**src/rtl/vdac_sequencer.sv**
```systemverilog
// -----------------------------------------------------------------------------
// vdac_sequencer
//   Sample-rate sequencer for the signed voltage DAC. Samples arrive from an
//   upstream valid/ready source and are buffered in a small FIFO. Once the FIFO
//   has primed, one sample is presented on the DAC data input every div+1
//   clocks. The block also handles underflow and an orderly drain/power-down.
//
// Handshake: a sample is transferred on every rising clk edge where
//   in_valid_i & in_ready_o. in_ready_o depends only on registered FIFO
//   occupancy (no combinational path from the pop side); the source may hold
//   in_valid_i/in_data_i until it sees the transfer.
//
// Ports
//   clk_i           in   system clock
//   reset_n_i       in   synchronous reset, active low
//   start_i         in   request playback (pulse)
//   stop_i          in   request drain and stop (pulse), wins over start_i
//   div_i           in   sample period = div_i+1 clocks, latched on start
//   in_data_i       in   sample from source (two's complement)
//   in_valid_i      in   in_data_i valid
//   in_ready_o      out  FIFO not full
//   dac_data_o      out  registered DAC code
//   dac_enable_o    out  registered DAC enable (high outside IDLE)
//   running_o       out  sequencer not idle
//   underflow_o     out  sticky underflow flag
//   underflow_clr_i in   clears underflow_o (a new underflow has priority)
//   fifo_level_o    out  current FIFO occupancy
//   state_o         out  FSM state, debug visibility
// -----------------------------------------------------------------------------
module vdac_sequencer #(
   parameter int BITWIDTH    = 6,
   parameter int FIFO_DEPTH  = 8,
   parameter int PRIME_LEVEL = 4,
   parameter int DIV_WIDTH   = 16
) (
   input  logic                        clk_i,
   input  logic                        reset_n_i,
   input  logic                        start_i,
   input  logic                        stop_i,
   input  logic [DIV_WIDTH-1:0]        div_i,
   input  logic [BITWIDTH-1:0]         in_data_i,
   input  logic                        in_valid_i,
   output logic                        in_ready_o,
   output logic [BITWIDTH-1:0]         dac_data_o,
   output logic                        dac_enable_o,
   output logic                        running_o,
   output logic                        underflow_o,
   input  logic                        underflow_clr_i,
   output logic [$clog2(FIFO_DEPTH):0] fifo_level_o,
   output logic [1:0]                  state_o
);

   localparam int AW = $clog2(FIFO_DEPTH);
   localparam int LW = AW + 1;
   localparam logic [LW-1:0] DEPTH_L = LW'(FIFO_DEPTH);
   localparam logic [LW-1:0] PRIME_L = LW'(PRIME_LEVEL);

   typedef enum logic [1:0] {
      ST_IDLE  = 2'd0,
      ST_PRIME = 2'd1,
      ST_RUN   = 2'd2,
      ST_DRAIN = 2'd3
   } state_e;

   state_e                state_q, state_d;
   logic [DIV_WIDTH-1:0]  cnt_q, cnt_d;
   logic [DIV_WIDTH-1:0]  div_q, div_d;
   logic [BITWIDTH-1:0]   data_q, data_d;
   logic                  enable_q, enable_d;
   logic                  underflow_q, underflow_d;
   logic [LW-1:0]         level_q, level_d;
   logic [AW-1:0]         wr_ptr_q, wr_ptr_d;
   logic [AW-1:0]         rd_ptr_q, rd_ptr_d;
   logic [BITWIDTH-1:0]   mem_q [FIFO_DEPTH];

   logic full, empty, push, pop, active, slot;
   logic [BITWIDTH-1:0] head;

   // FIFO bookkeeping. A pop is only ever requested at a pop slot with data
   // present, so an empty FIFO never sees a pop.
   always_comb begin
      full   = (level_q == DEPTH_L);
      empty  = (level_q == '0);
      push   = in_valid_i & ~full;
      active = (state_q == ST_RUN) || (state_q == ST_DRAIN);
      slot   = active && (cnt_q == '0);
      pop    = slot && !empty;
      head   = mem_q[rd_ptr_q];

      level_d = level_q;
      case ({push, pop})
         2'b10:   level_d = level_q + LW'(1);
         2'b01:   level_d = level_q - LW'(1);
         default: level_d = level_q;
      endcase
      wr_ptr_d = push ? wr_ptr_q + AW'(1) : wr_ptr_q;
      rd_ptr_d = pop  ? rd_ptr_q + AW'(1) : rd_ptr_q;
   end

   // Sequencer next-state and registered outputs.
   always_comb begin
      state_d     = state_q;
      cnt_d       = cnt_q;
      div_d       = div_q;
      data_d      = data_q;
      underflow_d = underflow_q;

      if (underflow_clr_i) underflow_d = 1'b0;

      // Period counter free-runs 0..div_q while playing.
      if (active) cnt_d = (cnt_q == div_q) ? '0 : cnt_q + DIV_WIDTH'(1);

      case (state_q)
         ST_IDLE: begin
            if (start_i && !stop_i) begin
               state_d = ST_PRIME;
               div_d   = div_i;
               cnt_d   = '0;
            end
         end
         ST_PRIME: begin
            if (stop_i) begin
               state_d = ST_IDLE;
            end else if (level_q >= PRIME_L) begin
               state_d = ST_RUN;
               cnt_d   = '0;
            end
         end
         ST_RUN: begin
            if (slot) begin
               if (empty) begin
                  data_d      = '0;
                  underflow_d = 1'b1;   // set beats a same-cycle clear
               end else begin
                  data_d = head;
               end
            end
            if (stop_i) state_d = ST_DRAIN;
         end
         ST_DRAIN: begin
            if (slot) begin
               if (empty) begin
                  state_d = ST_IDLE;
                  data_d  = '0;
                  cnt_d   = '0;
               end else begin
                  data_d = head;
               end
            end
         end
         default: state_d = ST_IDLE;
      endcase

      // Enable follows the next state so it drops on the same edge as the
      // data returns to zero when leaving to IDLE.
      enable_d = (state_d != ST_IDLE);
   end

   always_ff @(posedge clk_i) begin
      if (!reset_n_i) begin
         state_q     <= ST_IDLE;
         cnt_q       <= '0;
         div_q       <= '0;
         data_q      <= '0;
         enable_q    <= 1'b0;
         underflow_q <= 1'b0;
         level_q     <= '0;
         wr_ptr_q    <= '0;
         rd_ptr_q    <= '0;
      end else begin
         state_q     <= state_d;
         cnt_q       <= cnt_d;
         div_q       <= div_d;
         data_q      <= data_d;
         enable_q    <= enable_d;
         underflow_q <= underflow_d;
         level_q     <= level_d;
         wr_ptr_q    <= wr_ptr_d;
         rd_ptr_q    <= rd_ptr_d;
      end
   end

   // Storage needs no reset: occupancy and pointers define valid entries.
   always_ff @(posedge clk_i) begin
      if (push) mem_q[wr_ptr_q] <= in_data_i;
   end

   assign in_ready_o   = ~full;
   assign dac_data_o   = data_q;
   assign dac_enable_o = enable_q;
   assign running_o    = (state_q != ST_IDLE);
   assign underflow_o  = underflow_q;
   assign fifo_level_o = level_q;
   assign state_o      = state_q;

endmodule

```
**config.mk**
```make
export PLATFORM = sky130hd
export DESIGN_NAME = vdac_sequencer
export DESIGN_NICKNAME = d
export VERILOG_FILES = /design/src/rtl/vdac_sequencer.sv
export SDC_FILE = /design/constraint.sdc
export NUM_CORES = 1
export LEC_CHECK = 0
export BUFFER_PORTS_ARGS = -buffer_cell sky130_fd_sc_hd__buf_4
export CELL_PAD_IN_SITES_DETAIL_PLACEMENT = 0
export CELL_PAD_IN_SITES_GLOBAL_PLACEMENT = 1
export CORE_ASPECT_RATIO = 1.25
export CORE_MARGIN = 5
export CORE_UTILIZATION = 51
export DETAILED_ROUTE_END_ITERATION = 8
export HOLD_SLACK_MARGIN = 0.03
export PLACE_DENSITY = 0.87
export SLEW_MARGIN = 25
export SYNTH_ARGS = -nofsm -noshare
export SYNTH_HDL_FRONTEND = slang
export SYNTH_SLANG_ARGS = --single-unit
```
**constraint.sdc**
```tcl
create_clock -name clk_i -period 9.16 [get_ports clk_i]
set_input_delay 0.916 -clock clk_i [delete_from_list [all_inputs] [get_ports clk_i]]
set_output_delay 0.916 -clock clk_i [all_outputs]
set_load 0.05 [all_outputs]
```
==> metrics.txt <==
status=finished, final reports clean; CTS sink count=103; Worst-Margin Slew=0.961 ns; largest stage delay on the critical path=0.54 ns; WL per Instance=15.4 µm; Slew Limit Headroom=35.5%; RSZ-0062 raised after global routing=false; met2 GRT Util=30.6%; GRT Resource Usage Total=16.7%; met3 Use GR=3.08%; initial antenna violation count=0; via count=2853; Die Width=94.1 µm; I/O Buffers=43; critical path fanouts, max=5; Most used DFF post-synth=dfxtp_1; Post-CTS Setup Bufs=0; Die Ht=115 µm; xor/xnor share of the synthesized area=7.57%; Seq. cell area=2540 µm²; Yosys cell types=45; Slew Limit Fails=0; total CTS buffers=9; power density cells=166 nW/µm²; Worst EP arrival=3.56 ns; first-pass GRT wire length=13800 µm; Post-synth EDFFs=48; Final period util=35.6%; fraction of layout cells with a size suffix above 1=20.3%; worst path required time=9.46 ns; Via-to-Cell Ratio=5.29; clock skew=0.0144 ns; worst hold slack=0.482 ns; cts repair resizes=0; syn avg cell area=11.9 µm²; #FFs+latches synth=103; HPWL Detailed=6030 µm; Worst Setup Start Kind=register; Initial Util=52.1%; Clock transition at path regs=0.10 ns; Filler cells=758; minimum clock period=3.26 ns; post-synthesis sequential area ratio=56.4%; mux contribution to synthesized area=8.21%; Placer Congestion=0.839; 1st-iter DRT viols=83; crit path cell chain=inv_1 -> ha_1 -> or4b_4 -> or4_1 -> nor2_1 -> ha_1 -> xor2_1 -> ha_1 -> a21oi_1 -> xor2_1 -> or3_1 -> a21boi_0; CTS Buffer Depth=2; largest net degree at the start of global routing=39; area added between synthesis and finish=12.6%; setup slack after layout=5.90 ns; gr busiest metal=met2; antenna viol nets, final=0; clk_lat worst skew=0.37 ns; maximum VDD drop=0.0000966 V; Synth Net Count=415; endpoint class of the critical path=register; H-Tree Depth=3; Hold Path Class=register to register; static leakage=1.88 nW; synthesized cell area=4510 µm²; Adder-Cell Fraction of Synth Area=1.94%; drt first pass iters=4; MaxCap Viol Count=0; Multi-input gate area=1850 µm²; Compound-Gate Fraction of Synth Area=5.60%; f_max=0.307 GHz; Post-CTS Hold Buffers=0; CTS tree=built; main combinational cell family by area after synthesis=simple AND/OR/NAND/NOR gates; synthesis warning total=0; Setup WS pre-CTS=5.90 ns; CP Class=register to register; setup TNS=0 ns; Die ar.=10800 µm²; Setup violations, final=0; final hold violations=0; num ports=44; crit-path most repeated cell=ha_1; Nets=449; drt drc=0; Row Count=38; vias in the first global route=2897; fraction of registers with async set/reset=0%; Post-Route WL=8290 µm; Root Driver=clkbuf_8; Diodes inserted=0; Core ar.=8650 µm²; met1 usage in global routing=19.0%; post-synthesis simple-gate area fraction=17.2%; Cells after Synth=380; Congestion Overflow GR=0; crit path max-delay cell type=or4_1
## cell type report
type                       instances  area share (%)
sequential                       103            50.1
multi-input combinational        254            36.4
timing repair buffer              44            6.51
tap                              120            2.96
clock buffer                       9            2.44
clock inverter                     7            1.50
inverter                           2           0.148
## placed cells by master, fill, tap and decap left out, types with 12 or more instances in the layout
cell type	count
nor2_1	29
xnor2_1	12
mux4_2	12
nand2_1	45
xor2_1	27
edfxtp_1	48
buf_4	44
a21boi_0	19
dfxtp_1	55
nor3_1	12
## stage by stage
stage               power (mW)  std cells  util, %  cell area (µm²)
detailed placement       0.574        523     56.3             4870
global route             0.882        539     58.7             5080
global placement         0.572        523     56.2             4860
CTS                      0.851        539     58.6             5070
finish                   0.843        539     58.7             5080
floorplan                0.548        380        -             4510
## kinds of logic after synthesis
kind of cell    count (synthesis)
fa+ha+maj                       7
mux                            22
flops                         103
xor+xnor                       39
compound gates                 39
buf+inv                        23
simple gates                  147
## final timing paths
| path | start | endpoint | slack [ns] | depth (start not counted) |
|---|---|---|---|---|
| worst max-delay path | cnt_q[0] | fifo_level_o[2] | 5.90 | 12 |
| worst min register to register | div_q[11] | div_q[11] | 0.48 | 2 |
| worst max register to register | cnt_q[0] | fifo_level_o[2] | 5.90 | 12 |
| worst min-delay path | div_q[11] | div_q[11] | 0.48 | 2 |
## sequential cells by signal, summed over array words and instances (netlist names), named ones only
register and cells:
mem_q 48, cnt_q 16, div_q 16, dac_data_o 6, fifo_level_o 4, rd_ptr_q 3, wr_ptr_q 3, state_o 2
dac_enable_o 1, underflow_o 1
## Yosys cell counts (10+ instances only)
library cell	count	area (µm²)
xor2_1	27	236
nor2b_1	10	62.6
mux4_2	12	270
nor2_1	29	109
clkbuf_1	11	41.3
mux2i_1	10	100
nand2_1	45	169
dfxtp_1	55	1100
xnor2_1	12	105
a21boi_0	19	143
nor3_1	14	70.1
edfxtp_1	48	1440
## report_power, final
group	switching, mW	leakage [nW]	internal, mW
sequential	0.00843	0.882	0.492
clock	0.170	0.103	0.109
combinational	0.0360	0.894	0.0271
## layer usage
layer  up-vias  part of all wire, %
met5         -                    0
li1       1421                    -
met4         0                  1.7
met2        60                   55
met3         9                  3.5
met1      1363                   40
## worst max-delay path, delay by kind of cell, from the launching register on
kind	cells	cell delay, ns
AOI/OAI and AO/OA	2	0.21
xor gates and xnor gates	2	0.34
adders and majority gates	3	0.63
buffers and inverters	1	0.08
DFF	1	0.37
and+or+nand+nor	4	1.59
Power figures use the tool's default switching activity.
